===== config.mk =====
export PLATFORM = sky130hd
export DESIGN_NAME = div_ctrl
export DESIGN_NICKNAME = d
export VERILOG_FILES = /design/src/rtl/div_ctrl_pkg.sv /design/src/rtl/div_ctrl_hilo_regs.sv /design/src/rtl/div_ctrl.sv
export SDC_FILE = /design/constraint.sdc
export NUM_CORES = 1
export LEC_CHECK = 0
export CAP_MARGIN = 20
export CORE_MARGIN = 2
export CORE_UTILIZATION = 44
export DETAILED_ROUTE_END_ITERATION = 6
export PLACE_DENSITY = 0.94
export SETUP_SLACK_MARGIN = 0.1
export SLEW_MARGIN = 10
export SYNTH_ARGS = -nofsm -noshare
export SYNTH_HDL_FRONTEND = slang
export SYNTH_SLANG_ARGS = --single-unit

===== constraint.sdc =====
create_clock -name clk_i -period 2.7 [get_ports clk_i]
set_input_delay 0.54 -clock clk_i [delete_from_list [all_inputs] [get_ports clk_i]]
set_output_delay 0.54 -clock clk_i [all_outputs]
set_load 0.03 [all_outputs]

===== src/rtl/div_ctrl_pkg.sv =====
`default_nettype none
// ============================================================================
//  Module   : div_ctrl_pkg
//  Purpose  : Shared types and constants for the divider sequencing
//             controller and its HI/LO register file.
//  Contents : state_t (IDLE/LAUNCH/RUN), DIV_W, DIV_LATENCY, DIV_ZERO_LO
//  Revision : 1.0 - initial release
// ============================================================================
package div_ctrl_pkg;

   localparam int DIV_W       = 32;
   // Cycles from DIV acceptance edge to the HI/LO capture edge.
   localparam int DIV_LATENCY = 33;
   // LO value produced for a divide-by-zero when the bypass is built in.
   localparam logic [DIV_W-1:0] DIV_ZERO_LO = 32'hFFFF_FFFF;

   typedef enum logic [1:0] {
      ST_IDLE   = 2'd0,
      ST_LAUNCH = 2'd1,
      ST_RUN    = 2'd2
   } state_t;

endpackage : div_ctrl_pkg
`default_nettype wire


===== src/rtl/div_ctrl_hilo_regs.sv =====
`default_nettype none
// ============================================================================
//  Module   : hilo_regs
//  Purpose  : Architectural HI/LO register pair with write-select muxing.
//  Ports    : clk_i, rst_ni         - clock, async active-low reset
//             div_we_i, div_q_i,
//             div_r_i               - division result write (LO<=q, HI<=r)
//             byp_we_i, byp_hi_i    - divide-by-zero bypass write
//                                     (LO<=DIV_ZERO_LO, HI<=byp_hi_i)
//             mthi_we_i, mtlo_we_i,
//             mt_data_i             - move-to-HI/LO writes
//             hi_o, lo_o            - register outputs
//  Revision : 1.0 - initial release
// ============================================================================
module hilo_regs
   import div_ctrl_pkg::*;
#(
   parameter int                DATA_W   = 32,
   parameter logic [DATA_W-1:0] HILO_RST = '0
) (
   input  logic              clk_i,
   input  logic              rst_ni,
   input  logic              div_we_i,
   input  logic [DATA_W-1:0] div_q_i,
   input  logic [DATA_W-1:0] div_r_i,
   input  logic              byp_we_i,
   input  logic [DATA_W-1:0] byp_hi_i,
   input  logic              mthi_we_i,
   input  logic              mtlo_we_i,
   input  logic [DATA_W-1:0] mt_data_i,
   output logic [DATA_W-1:0] hi_o,
   output logic [DATA_W-1:0] lo_o
);

   logic [DATA_W-1:0] hi_q, hi_d;
   logic [DATA_W-1:0] lo_q, lo_d;

   // The controller guarantees the three sources are mutually exclusive;
   // the priority order below only matters if that ever changes.
   always_comb begin
      hi_d = hi_q;
      lo_d = lo_q;
      if (div_we_i) begin
         hi_d = div_r_i;
         lo_d = div_q_i;
      end else if (byp_we_i) begin
         hi_d = byp_hi_i;
         lo_d = DIV_ZERO_LO;
      end else begin
         if (mthi_we_i) hi_d = mt_data_i;
         if (mtlo_we_i) lo_d = mt_data_i;
      end
   end

   always_ff @(posedge clk_i or negedge rst_ni) begin
      if (!rst_ni) begin
         hi_q <= HILO_RST;
         lo_q <= HILO_RST;
      end else begin
         hi_q <= hi_d;
         lo_q <= lo_d;
      end
   end

   assign hi_o = hi_q;
   assign lo_o = lo_q;

endmodule : hilo_regs
`default_nettype wire


===== src/rtl/div_ctrl.sv =====
`default_nettype none
// ============================================================================
//  Module   : div_ctrl
//  Purpose  : Sequencing controller for the 32-bit iterative signed divider
//             and owner of HI/LO. Launches the negedge-clocked divider,
//             holds its operands for the whole run, captures q/r into LO/HI,
//             serves MTHI/MTLO and stalls HI/LO instructions while busy.
//  Ports    : clk_i, rst_ni              - clock, async active-low reset
//             hilo_op_i, div_req_i       - EX instruction class
//             op_a_i, op_b_i             - dividend / divisor
//             mthi_we_i, mtlo_we_i,
//             mt_data_i                  - move-to-HI/LO
//             flush_i                    - squash of the EX instruction
//             stall_o                    - hold HI/LO instruction in EX
//             hi_o, lo_o                 - architectural HI/LO
//             done_o                     - one-cycle division-complete pulse
//             div_dividend_o,
//             div_divisor_o, div_start_o - divider launch interface
//             div_busy_i, div_q_i,
//             div_r_i                    - divider status / results
//  Config   : DIV_ZERO_BYPASS_EN - divide-by-zero resolved in IDLE without
//             launching the divider (LO<=all-ones, HI<=dividend).
//  Revision : 1.0 - initial release
// ============================================================================
module div_ctrl
   import div_ctrl_pkg::*;
#(
   parameter int                DATA_W   = 32,
   parameter logic [DATA_W-1:0] HILO_RST = 32'h0
) (
   input  logic              clk_i,
   input  logic              rst_ni,
   input  logic              hilo_op_i,
   input  logic              div_req_i,
   input  logic [DATA_W-1:0] op_a_i,
   input  logic [DATA_W-1:0] op_b_i,
   input  logic              mthi_we_i,
   input  logic              mtlo_we_i,
   input  logic [DATA_W-1:0] mt_data_i,
   input  logic              flush_i,
   output logic              stall_o,
   output logic [DATA_W-1:0] hi_o,
   output logic [DATA_W-1:0] lo_o,
   output logic              done_o,
   output logic [DATA_W-1:0] div_dividend_o,
   output logic [DATA_W-1:0] div_divisor_o,
   output logic              div_start_o,
   input  logic              div_busy_i,
   input  logic [DATA_W-1:0] div_q_i,
   input  logic [DATA_W-1:0] div_r_i
);

   state_t            state_q;
   logic              cancel_q;
   logic              done_q;
   logic              div_start_q;
   logic [DATA_W-1:0] dividend_q;
   logic [DATA_W-1:0] divisor_q;

   logic w_idle;
   logic w_accept;
   logic w_byp;
   logic w_div_we;
   logic w_mt_ok;

   assign w_idle   = (state_q == ST_IDLE);
   assign w_accept = w_idle & div_req_i & hilo_op_i & ~flush_i;

`ifdef DIV_ZERO_BYPASS_EN
   assign w_byp = w_accept & (op_b_i == '0);
`else
   assign w_byp = 1'b0;
`endif

   // A flush landing on the capture edge squashes the result as well.
   assign w_div_we = (state_q == ST_RUN) & ~div_busy_i & ~cancel_q & ~flush_i;
   // MT is only honoured in IDLE; elsewhere the pipeline is stalled and
   // re-presents the instruction later.
   assign w_mt_ok  = w_idle & ~flush_i & ~w_accept;

   always_ff @(posedge clk_i or negedge rst_ni) begin
      if (!rst_ni) begin
         state_q     <= ST_IDLE;
         cancel_q    <= 1'b0;
         done_q      <= 1'b0;
         div_start_q <= 1'b0;
         dividend_q  <= '0;
         divisor_q   <= '0;
      end else begin
         div_start_q <= 1'b0;
         done_q      <= 1'b0;
         case (state_q)
            ST_IDLE: begin
               if (w_byp) begin
                  done_q <= 1'b1;
               end else if (w_accept) begin
                  // Operands stay frozen until the next acceptance; the
                  // divider's sign fix-up reads them combinationally.
                  dividend_q  <= op_a_i;
                  divisor_q   <= op_b_i;
                  div_start_q <= 1'b1;
                  cancel_q    <= 1'b0;
                  state_q     <= ST_LAUNCH;
               end
            end
            ST_LAUNCH: begin
               if (flush_i)    cancel_q <= 1'b1;
               if (div_busy_i) state_q  <= ST_RUN;
            end
            ST_RUN: begin
               if (!div_busy_i) begin
                  done_q  <= ~(cancel_q | flush_i);
                  state_q <= ST_IDLE;
               end else if (flush_i) begin
                  cancel_q <= 1'b1;
               end
            end
            default: state_q <= ST_IDLE;
         endcase
      end
   end

   hilo_regs #(
      .DATA_W   (DATA_W),
      .HILO_RST (HILO_RST)
   ) u_hilo_regs (
      .clk_i     (clk_i),
      .rst_ni    (rst_ni),
      .div_we_i  (w_div_we),
      .div_q_i   (div_q_i),
      .div_r_i   (div_r_i),
      .byp_we_i  (w_byp),
      .byp_hi_i  (op_a_i),
      .mthi_we_i (mthi_we_i & w_mt_ok),
      .mtlo_we_i (mtlo_we_i & w_mt_ok),
      .mt_data_i (mt_data_i),
      .hi_o      (hi_o),
      .lo_o      (lo_o)
   );

   assign stall_o        = hilo_op_i & ~w_idle;
   assign done_o         = done_q;
   assign div_start_o    = div_start_q;
   assign div_dividend_o = dividend_q;
   assign div_divisor_o  = divisor_q;

endmodule : div_ctrl
`default_nettype wire


==> results.yml, run 1 <==
run:
  drv_cap: 0
setup_path:
  cp.required_ps: 2160
  arrival_ps: 1790
  r2r_cells: 6
  worst-setup-path-type: "flip-flop to primary output"
  cp-end-kind: "primary output"
  critical_path.max_fanout: 6
  start_kind: "flip-flop"
clock_tree:
  post_cts_buffers: 0
  clkTransAtPathRegs_ps: 60
  ctsHoldBuffers: 0
  cts_made_buffers: 17
  clock-sinks: 133
  tritoncts: "built"
  clockBufferDepth: 2
  root_buffer: "clkbuf_16"
  cts.repair.resized: 1
  cts_htree_levels: 4
  clkLatencyLatePin_ps: 410
logic_synthesis:
  synthTopCellsByCount: "133 x dfrtp_1, 98 x nand2_1, 66 x mux2_2"
  yosys.cell_count.top_type: "dfrtp_1"
  synth_edf_count: 0
  synth_area_um2: 5980
  synth_largest_area_cell: "dfrtp_1"
  postSynth.asyncResetShare_pct: 100
  synth_nets: 676
  synth_ff_type: "dfrtp_1"
  avgSynthCellArea_um2: 11.9
  ys_ff_latch: 133
  syn_inst: 502
  yosysTopAreaCellShare_pct: 55.7
  synth-seq-area-share_pct: 55.7
  synth.area.top_cells: "dfrtp_1 56%, mux2_2 12%, o211ai_1 8.0%, nand2_1 6.2%, o311ai_0 5.9%"
  synth.distinct_cells: 24
  yosysWarnings: 0
detailed_routing:
  drt_iter0_drc: 383
  wl_per_cell_um: 23.2
  drtPass1Iterations: 5
  ant_nets: 0
  routed_via_density: 5.89
  drt-total-wl_um: 22700
  drc_errors: 0
  num_vias: 5744
sta:
  report.final.slew_viol_count: 0
  fmax_mhz: 429
  worst_pin_slew_ps: 763
  slew_headroom_pct: 49.1
  min_period_over_period_pct: 86.3
  setup-tns-final_ps: 0
  setup_viol: 0
  skew_ps: 8.57
  finalCriticalPeriod_ps: 2330
  rsz0062_at_grt: "false"
  setup_ws_ps: 371
  finalHoldViolCount: 0
global_route:
  grt_pass1_vias: 5909
  track_usage_pct: 31.2
  gr-total-overflow: 0
  grt_max_degree: 82
  antenna_found_initial: 2
  grt_pass1_wl_um: 34400
placement:
  gp_congestion: 0.831
  hpwl_um: 15700
  io_buffers: 298
  dp_slack_ps: 257
finish:
  syn_to_final_growth_pct: 62.7
  multi_input_area_um2: 2360
  seqCellArea_um2: 3330
  finalNetCount: 959
  drive_above_1_share_pct: 15.4
  fillers: 837
  fin_util_pct: 73.4
floorplanning:
  coreArea_um2: 13200
  io_pins: 299
  initial_core_util_pct: 45.1
  die_x_um: 121
  fp-row-count: 42
  die_h_um: 121
  dieArea_um2: 14500
pwr:
  irDropWorstVdd_mv: 0.694
  leakage_nw: 3.87
  power_density_nw_per_um2: 1220
outcome:
  status: "complete, no violations"
worst_hold_path:
  hp-class: "input pin to asynchronous set/reset pin"
[per-layer routing]
layer / GRT usage [%] / wire (µm)
met1: 35.0 / 7960
met2: 53.2 / 11600
met3: 10.7 / 2210
met4: 15.0 / 891
met5: 0 / 0
[sequential cells by signal (all words and copies together), names as in the netlist]
name and flops:
cancel_q 1, div_dividend_o 32, div_divisor_o 32, div_start_o 1
done_o 1, state_q 2, u_hilo_regs.hi_o 32, u_hilo_regs.lo_o 32
[cell type report]
| cell class | instances | area share [%] |
|---|---|---|
| Antenna cell | 2 | 0.0515 |
| Multi-Input combinational cell | 313 | 24.2 |
| Clock buffer | 21 | 4.73 |
| Inverter | 5 | 0.193 |
| Timing Repair Buffer | 315 | 32.8 |
| Tap cell | 176 | 2.26 |
| Sequential cell | 133 | 34.2 |
| Clock inverter | 11 | 1.53 |
[cell usage in the layout, fill, tap and decap left out, drive strengths merged]
master / count
clkdlybuf4s50: 296
dfrtp: 133
nand2: 98
mux2: 66
o211ai: 64
o311ai: 64
clkbuf: 21
buf: 18
ha: 6
inv: 6
nor2b: 4
clkinv: 4
clkinvlp: 3
bufinv: 3
diode: 2
nand3: 2
nand2b: 1
nor2: 1
or4b: 1
and2: 1
nand3b: 1
a221oi: 1
nor4b: 1
nor3: 1
a2bb2oi: 1
dlygate4sd2: 1
[power by group]
group,internal [mW],switching (mW),leakage (nW),total [mW]
clock,1.50,0.889,0.290,2.39
combinational,2.61,3.33,1.93,5.94
sequential,2.94,0.604,1.64,3.54
total,7.05,4.82,3.87,11.9
[logic make-up after synthesis]
group	after synthesis	synth area share, %
buf+inv	56	5.09
fa+ha+maj	6	1.26
mux	66	12.4
simple gates	111	7.60
compound gates	130	18.0
flops	133	55.7
[path summary, 6_finish.rpt]
path	end	start	slack, ps
min in group clk_i	div_divisor_o[2]$_DFFE_PN0P_	div_divisor_o[2]$_DFFE_PN0P_	510
max in group asynchronous	u_hilo_regs.lo_o[7]$_DFFE_PN0P_	rst_ni	1820
max reg2reg	u_hilo_regs.lo_o[30]$_DFFE_PN0P_	state_q[0]$_DFFE_PN0P_	440
max	stall_o	state_q[0]$_DFFE_PN0P_	370
min reg2reg	div_divisor_o[2]$_DFFE_PN0P_	div_divisor_o[2]$_DFFE_PN0P_	510
min	u_hilo_regs.hi_o[31]$_DFFE_PN0P_	rst_ni	170
[worst max-delay path, cell delays in order (launching register included)]
cell and delay (ps):
dfrtp_1 430, inv_1 110, ha_1 290, nor2b_1 130, dlygate4sd2_1 400
[stage by stage]
| step | hold WS [ps] | cells | cell area [µm²] | power, mW |
|---|---|---|---|---|
| finish | 167 | 976 | 9720 | 11.9 |
| global route | 229 | 976 | 9720 | 12.3 |
| CTS | 187 | 974 | 9720 | 11.9 |
| detailed placement | 494 | 942 | 9110 | 9.39 |
| global placement | 488 | 942 | 9110 | 9.09 |
| floorplan | 244 | 502 | 5980 | 6.64 |
Note: power is estimated with default switching activity, not from simulation.
==> run 2, diff against run 1 <==
--- a/config.mk
+++ b/config.mk
@@ -5,9 +5,10 @@
 export SDC_FILE = /design/constraint.sdc
 export NUM_CORES = 1
 export LEC_CHECK = 0
-export CAP_MARGIN = 20
+export CAP_MARGIN = 10
 export CORE_MARGIN = 2
 export CORE_UTILIZATION = 44
+export CTS_CLUSTER_SIZE = 16
 export DETAILED_ROUTE_END_ITERATION = 6
 export PLACE_DENSITY = 0.94
 export SETUP_SLACK_MARGIN = 0.1
==> results of run 2 <==
The final DEF is identical to that of run 1; final timing and power are the same.
